==> config.mk <==
export PLATFORM = sky130hd
export DESIGN_NAME = frame_scanner
export DESIGN_NICKNAME = d
export VERILOG_FILES = /design/src/rtl/game_pkg.sv /design/src/rtl/frame_scanner_scan_counter.sv /design/src/rtl/frame_scanner.sv
export SDC_FILE = /design/constraint.sdc
export NUM_CORES = 1
export LEC_CHECK = 0
export CORE_MARGIN = 2
export CORE_UTILIZATION = 45
export DETAILED_ROUTE_END_ITERATION = 10
export GPL_ROUTABILITY_DRIVEN = 1
export GPL_TIMING_DRIVEN = 1
export HOLD_SLACK_MARGIN = 0.02
export PLACE_DENSITY = 0.72
export SLEW_MARGIN = 40
export SYNTH_ARGS = -nofsm -noshare
export SYNTH_HDL_FRONTEND = slang
export SYNTH_SLANG_ARGS = --single-unit
==> constraint.sdc <==
create_clock -name clock -period 2.9 [get_ports clock]
set_input_delay 0.58 -clock clock [delete_from_list [all_inputs] [get_ports clock]]
set_output_delay 0.58 -clock clock [all_outputs]
set_load 0.02 [all_outputs]
==> src/rtl/game_pkg.sv <==
// Shared display geometry, colours, scanner state encoding and pixel indexing
// used by game_state and frame_scanner.
package game_pkg;

    localparam int unsigned DISP_COLS = 16;
    localparam int unsigned DISP_ROWS = 32;
    localparam int unsigned DISP_BITS = 512;

    localparam logic [2:0] COLOUR_FG = 3'b111;
    localparam logic [2:0] COLOUR_BG = 3'b000;

    typedef enum logic [1:0] {
        IDLE = 2'd0,
        SCAN = 2'd1,
        DONE = 2'd2
    } scan_state_t;

    // Pixel (x,y) lives at bit 32*x + y of the bitmap.
    function automatic logic [8:0] pix_index(input logic [3:0] px, input logic [4:0] py);
        return {px, py};
    endfunction

endpackage

==> src/rtl/frame_scanner_scan_counter.sv <==
// Cascaded x/y pixel counter: y is the inner (fast) axis, x the outer one.
module scan_counter
    import game_pkg::*;
(
    input  logic       clock,
    input  logic       resetn,
    input  logic       clear_i,
    input  logic       enable_i,
    output logic [3:0] cx_o,
    output logic [4:0] cy_o,
    output logic       last_o
);

    logic [3:0] cx_q;
    logic [4:0] cy_q;

    // Advance one pixel per enabled cycle; clear wins over enable.
    always_ff @(posedge clock) begin
        if (!resetn) begin
            cx_q <= 4'd0;
            cy_q <= 5'd0;
        end else if (clear_i) begin
            cx_q <= 4'd0;
            cy_q <= 5'd0;
        end else if (enable_i) begin
            if (cy_q == 5'(DISP_ROWS - 1)) begin
                cy_q <= 5'd0;
                cx_q <= cx_q + 4'd1;
            end else begin
                cy_q <= cy_q + 5'd1;
            end
        end
    end

    assign cx_o   = cx_q;
    assign cy_o   = cy_q;
    assign last_o = (cx_q == 4'(DISP_COLS - 1)) && (cy_q == 5'(DISP_ROWS - 1));

endmodule

==> src/rtl/frame_scanner.sv <==
// Snapshots the display bitmap on each frame tick and streams it to the VGA plot port.
// Define FRAME_SCANNER_DIFF_EN to plot only pixels that changed since the last scan.
module frame_scanner
    import game_pkg::*;
(
    input  logic         clock,
    input  logic         resetn,
    input  logic         frame_tick,
    input  logic [511:0] display,
    output logic [3:0]   x,
    output logic [4:0]   y,
    output logic [2:0]   colour,
    output logic         plot,
    output logic         busy,
    output logic         frame_done,
    output logic         overrun
);

    scan_state_t          state_q;
    logic [DISP_BITS-1:0] shadow_q;
    logic                 pending_q;
    logic                 overrun_q;
    logic [3:0]           x_q;
    logic [4:0]           y_q;
    logic [2:0]           colour_q;
    logic                 plot_q;
    logic                 busy_q;
    logic                 done_q;

    logic [3:0] cx_s;
    logic [4:0] cy_s;
    logic       last_s;
    logic       start_s;
    logic       cnt_en_s;
    logic [8:0] idx_s;
    logic       pix_bit_s;
    logic       plot_next_s;

`ifdef FRAME_SCANNER_DIFF_EN
    logic [DISP_BITS-1:0] last_drawn_q;
    logic                 force_all_q;
`endif

    scan_counter u_scan_counter (
        .clock    (clock),
        .resetn   (resetn),
        .clear_i  (start_s),
        .enable_i (cnt_en_s),
        .cx_o     (cx_s),
        .cy_o     (cy_s),
        .last_o   (last_s)
    );

    // Start decode, current pixel lookup and plot qualification.
    always_comb begin
        start_s     = 1'b0;
        cnt_en_s    = 1'b0;
        idx_s       = pix_index(cx_s, cy_s);
        pix_bit_s   = shadow_q[idx_s];
        plot_next_s = 1'b1;
        if ((state_q != SCAN) && (frame_tick || pending_q)) begin
            start_s = 1'b1;
        end else begin
            start_s = 1'b0;
        end
        if (state_q == SCAN) begin
            cnt_en_s = 1'b1;
        end else begin
            cnt_en_s = 1'b0;
        end
`ifdef FRAME_SCANNER_DIFF_EN
        plot_next_s = force_all_q | (pix_bit_s ^ last_drawn_q[idx_s]);
`endif
    end

    // Scanner FSM with registered VGA-side outputs.
    always_ff @(posedge clock) begin
        if (!resetn) begin
            state_q   <= IDLE;
            shadow_q  <= '0;
            pending_q <= 1'b0;
            overrun_q <= 1'b0;
            x_q       <= 4'd0;
            y_q       <= 5'd0;
            colour_q  <= COLOUR_BG;
            plot_q    <= 1'b0;
            busy_q    <= 1'b0;
            done_q    <= 1'b0;
        end else begin
            done_q <= 1'b0;
            case (state_q)
                IDLE: begin
                    plot_q <= 1'b0;
                    if (start_s) begin
                        shadow_q  <= display;
                        busy_q    <= 1'b1;
                        pending_q <= 1'b0;
                        state_q   <= SCAN;
                    end
                end
                SCAN: begin
                    x_q      <= cx_s;
                    y_q      <= cy_s;
                    colour_q <= pix_bit_s ? COLOUR_FG : COLOUR_BG;
                    plot_q   <= plot_next_s;
                    if (frame_tick) begin
                        if (pending_q) begin
                            overrun_q <= 1'b1;
                        end else begin
                            pending_q <= 1'b1;
                        end
                    end
                    if (last_s) begin
                        state_q <= DONE;
                    end
                end
                DONE: begin
                    plot_q <= 1'b0;
                    done_q <= 1'b1;
                    // A held request plus a fresh tick: one restarts, the other is lost.
                    if (start_s) begin
                        shadow_q  <= display;
                        busy_q    <= 1'b1;
                        pending_q <= 1'b0;
                        state_q   <= SCAN;
                        if (frame_tick && pending_q) begin
                            overrun_q <= 1'b1;
                        end
                    end else begin
                        busy_q  <= 1'b0;
                        state_q <= IDLE;
                    end
                end
                default: begin
                    plot_q  <= 1'b0;
                    busy_q  <= 1'b0;
                    state_q <= IDLE;
                end
            endcase
        end
    end

`ifdef FRAME_SCANNER_DIFF_EN
    // Remember what the framebuffer holds; the first scan after reset draws everything.
    always_ff @(posedge clock) begin
        if (!resetn) begin
            last_drawn_q <= '0;
            force_all_q  <= 1'b1;
        end else begin
            if (state_q == SCAN) begin
                last_drawn_q[idx_s] <= pix_bit_s;
            end
            if (state_q == DONE) begin
                force_all_q <= 1'b0;
            end
        end
    end
`endif

    assign x          = x_q;
    assign y          = y_q;
    assign colour     = colour_q;
    assign plot       = plot_q;
    assign busy       = busy_q;
    assign frame_done = done_q;
    assign overrun    = overrun_q;

endmodule

-- Yosys cells after proc, flatten, opt, wreduce, memory -nomap -nowiden
Index checks and enable logic that the tools add are counted.
- register bits: 540
- bits of input ports: 515
- logic and storage cells: 66
- add/sub/neg operators: 2
- order comparisons: 1
- equal/unequal tests: 12
- mux-type cells: 22
- bitwise logic cells: 2
- reduce and logical (&&, ||, !) cells: 15
- operators by type and width (operator ; number):
    1-bit two-way mux ; 13
    2-bit inequality test (second input constant) ; 6
    9-bit by 10-bit less-than comparator with 1-bit output (second input constant) ; 1
    1-bit binary-select mux with 9-bit select ; 1
    2-bit AND reduction ; 4
    2-bit case mux with 3 select lines ; 1
    5-bit by 1-bit adder with 5-bit output (second input constant) ; 1
    5-bit == test (second input constant) ; 1
    5-bit two-way mux ; 1
    5-bit AND reduction ; 1
    4-bit by 1-bit adder with 4-bit output (second input constant) ; 1
    4-bit == test (second input constant) ; 1
    2-bit two-way mux ; 2
    2-bit by 1-bit inequality test with 1-bit output (second input constant) ; 2
    1-bit case mux with 2 select lines ; 2
    2-bit nonzero test ; 2
    2-bit OR reduction ; 2
    1-bit logical AND ; 3
    3-bit two-way mux ; 1
    1-bit case mux with 3 select lines ; 1
    3-bit AND reduction ; 1
    2-bit by 1-bit == test with 1-bit output (second input constant) ; 1
    2-bit == test (second input constant) ; 1
    2-bit zero test ; 1
    2 further kinds ; 3

-- Logic depth before layout (Yosys ltp)
- depth in word-level cells: 5
- depth in mapped cells: 12
- mapped depth without buffers: 7

-- By module
Synthesis repeated with hierarchy kept, for this count alone.
- cell total of the unflattened synthesis: 2710
- area, all modules: 23895.4 um^2
- modules (own cells, without submodules) (module ; instances ; cells each ; area an instance (um^2) ; sequential area each (um^2)):
    frame_scanner ; 1 ; 2663 ; 23465.0 ; 10590.2
    scan_counter ; 1 ; 47 ; 430.4 ; 180.2

-- Worst setup path before layout
OpenSTA, ideal clock, no wires.
- kind: flip-flop to flip-flop
- start point: register u_scan_counter.cy_q[1] (netlist: u_scan_counter.cy_o[1])
- end point: register colour_q[1] (netlist: colour[1])
- setup time: 121 ps
- arrival time: 2269 ps
- required time: 2779 ps
- path slack: 510 ps
- stages on the path, launching flop included: 11
- path buffers: 3
- clock period less this slack: 2390 ps
- cells stage by stage: dfxtp_1 > buf_2 > buf_2 > buf_1 > mux4_2 > a22oi_1 > a21boi_1 > nor4_1 > nor3_1 > o211ai_2 > nand3_1
- word-level cells in the longest chain between the ends: 3
- RTL lines (item ; line ; source):
    start: declaration ; frame_scanner_scan_counter.sv:15 ; logic [4:0] cy_q;
    start signal: assignment ; frame_scanner_scan_counter.sv:30 ; cy_q <= cy_q + 5'd1;
    1-bit binary-select mux with 9-bit select ; frame_scanner.sv:59 ; pix_bit_s = shadow_q[idx_s];
    1-bit two-way mux (implied by the code) ; frame_scanner.sv:59 ;
    3-bit two-way mux ; frame_scanner.sv:104 ; colour_q <= pix_bit_s ? COLOUR_FG : COLOUR_BG;
    end signal: assignment ; frame_scanner.sv:104 ;
    end: declaration ; frame_scanner.sv:25 ; logic [2:0] colour_q;
No other way between the ends. The select of a mux whose other input is x is not followed.
A chain may end at the register's enable or synchronous reset.

-- Worst setup path after layout
- start point: register u_scan_counter.cy_q[0] (netlist: u_scan_counter.cy_o[0])
- end point: register colour_q[1] (netlist: colour[1])
Same word-level chain as after synthesis.

==> results.json <==
{
  "status": "completed",
  "drc": 0,
  "clock_sinks": 538,
  "ant_nets": 0,
  "p_total_w": 0.01849,
  "syn-num-nets": 3165,
  "synth_area_sq_mm": 0.02395,
  "final_cell_mix": "nand2_1, dfxtp_1, clkdlybuf4s50_1",
  "dr.max_layer_used": "met5",
  "die_area_sq_mm": 0.05509,
  "layout_commonest_cell": "nand2_1",
  "yosys.area.top_type": "dfxtp_1",
  "wl_mm": 73.91,
  "clk_latency_ns": 0.60,
  "synth_top_area_share_pct": 44.96,
  "portBuffers": 530,
  "die_y_um": 234.7,
  "num_rows": 84,
  "routabilityCongestion": 0.8644,
  "hpwl_mm": 54.57,
  "timing.setup.tns_ns": 0,
  "synth_ff_type": "dfxtp_1",
  "final_core_util_pct": 60.87,
  "postSynthCellCount": 2647,
  "grt_pass1_wl_mm": 115.0,
  "maxSlewHeadroom_pct": 51.51,
  "required_ns": 3.38,
  "wl_met1_mm": 31.01,
  "finalHoldViolCount": 0,
  "num_vias": 20560,
  "avgViaCountPerCell": 5.398,
  "track_usage_pct": 26.15,
  "rsz0062_at_grt": "no",
  "drtIter0Drc": 1567,
  "yosysUniqueCellTypes": 51,
  "first_global_vias": 21000,
  "power.density_mw_per_mm2": 578.1,
  "grt_max_degree": 129,
  "dr.pass1.iters": 5,
  "max-cap-violations": 0,
  "skew_ns": 0.01736,
  "wl_met3_mm": 4.264,
  "dpl_cell_area_sq_mm": 0.02993,
  "p_leak_nw": 11.56,
  "cp.arrival_ns": 3.15,
  "ir_drop_mv": 0.4343,
  "antenna_found_initial": 5,
  "worst_pin_slew_ns": 0.7225,
  "met2_length_mm": 35.99,
  "dieWidth_um": 234.7,
  "period_needed_ns": 2.669,
  "cts_tree": "yes",
  "syn_avg_cell_area_sq_um": 9.049,
  "setup-violations-final": 0,
  "path_max_fanout": 27,
  "crit_path_end_kind": "register",
  "slew_viol_final": 0,
  "start_util_pct": 45.58,
  "start_kind": "register",
  "routedWlPerCell_um": 19.41,
  "post_route_cells_drive_above_1_share_pct": 9.211,
  "area_delta_synth_final_pct": 33.54,
  "max_freq_mhz": 374.7,
  "yosys_warnings": 0,
  "h-tree-depth": 2,
  "synth_area_leaders": "dfxtp_1, nand2_1, a21boi_0, mux4_2, clkbuf_1",
  "clkTransAtPathRegs_ns": 0.06,
  "ys_seq_area_share_pct": 44.96,
  "clockBufferDepth": 3,
  "synth_edf_count": 0,
  "hold_class": "input port to register",
  "overflow": 0,
  "criticalPathCategory": "register to register",
  "synth-seq-cells": 538,
  "io_pins": 531,
  "clockRootBuffer": "clkbuf_16",
  "nets": 3591,
  "core_sq_mm": 0.05255,
  "final_cell_area_sq_mm": 0.03199,
  "async_flop_share_pct": 0,
  "cts_buffers": 55,
  "fin_crit_sh_pct": 92.03
}
[Yosys cell counts (5+ instances only)]
master       n
nand2_1   1062
dfxtp_1    538
a21boi_0   523
clkbuf_1   181
mux4_2     115
mux2i_1     28
buf_2       20
a22oi_1     19
mux4_1      18
nor2b_1     12
a21oi_1     11
nor2_1      10
buf_1        8
nor3_1       7
o21ai_0      7
buf_6        6
a31oi_1      5
buf_4        5
nand3_1      5
o22ai_1      5
[final timing paths]
| check | from | endpoint | slack, ns | depth (start not counted) |
|---|---|---|---|---|
| setup reg to reg | u_scan_counter.cy_o[0] | colour[1] | 0.23 | 8 |
| hold / removal | resetn | shadow_q[138] | 0.46 | 2 |
| hold reg to reg | y[3] | y[3] | 0.46 | 2 |
| setup / recovery | u_scan_counter.cy_o[0] | colour[1] | 0.23 | 8 |
[layout make-up]
class                   count  area, sq um
clock inverters            19        327.8
repair buffers            594         6128
flip-flops and latches    538        10780
inverters                   3        11.26
well taps                 688        860.8
clock buffers              81         1678
fillers                  4380        20560
diodes                      4        10.01
multi-input cells        1881        12190
[repair_timing]
| action | 4_1_cts | 5_1_grt |
|---|---|---|
| setup endpoints to repair | 0 | 1 |
| buffers inserted | 0 | 0 |
| hold buffers | 0 | 0 |
| gates resized for setup | 0 | 2 |
[stage by stage]
stage                     setup WS, ns  std cells  hold WS [ns]
after floorplan                 0.5102       2647        0.4386
after global placement          0.1330       3703        0.4474
after detailed placement        0.1515       3703        0.4532
after CTS                       0.1281       3803        0.4349
after global routing           0.03877       3807        0.4748
final                           0.2311       3808        0.4591
[critical path, cell delays in order, from the launching register on]
cell,delay [ns]
dfxtp_4,0.53
buf_12,0.26
mux4_1,0.61
a22oi_1,0.22
and3_1,0.20
a2111oi_2,0.07
a311oi_2,0.37
a211o_1,0.20
nand3_1,0.08
[per-layer routing]
metal  vias to the layer above  GRT usage (%)
met5                         -              0
li1                       9803              -
met4                         2          10.15
met2                       698          44.41
met3                       147          3.924
met1                      9905          33.58
[state kept, by name (all words and copies together), names as in the netlist]
name                 cells
u_scan_counter.cx_o      4
shadow_q               512
u_scan_counter.cy_o      5
plot                     1
y                        5
busy                     1
colour                   1
frame_done               1
x                        4
state_q                  2
pending_q                1
overrun                  1
[cells by family after synthesis]
group / count (synthesis) / synth area share [%]
XOR/XNOR: 4 / 0.1462
multiplexers: 163 / 14.05
AO/OA/AOI/OAI: 595 / 18.51
adder cells (fa/ha/maj): 3 / 0.1567
flip-flops: 538 / 44.96
buffers and inverters: 228 / 4.262
AND/OR/NAND/NOR: 1116 / 17.91
[power by group]
part | switching, W | internal, W
registers | 0.000281 | 0.00789
logic | 0.00121 | 0.00138
clock network | 0.00295 | 0.00479
total | 0.00444 | 0.0141
Power figures use the tool's default switching activity.
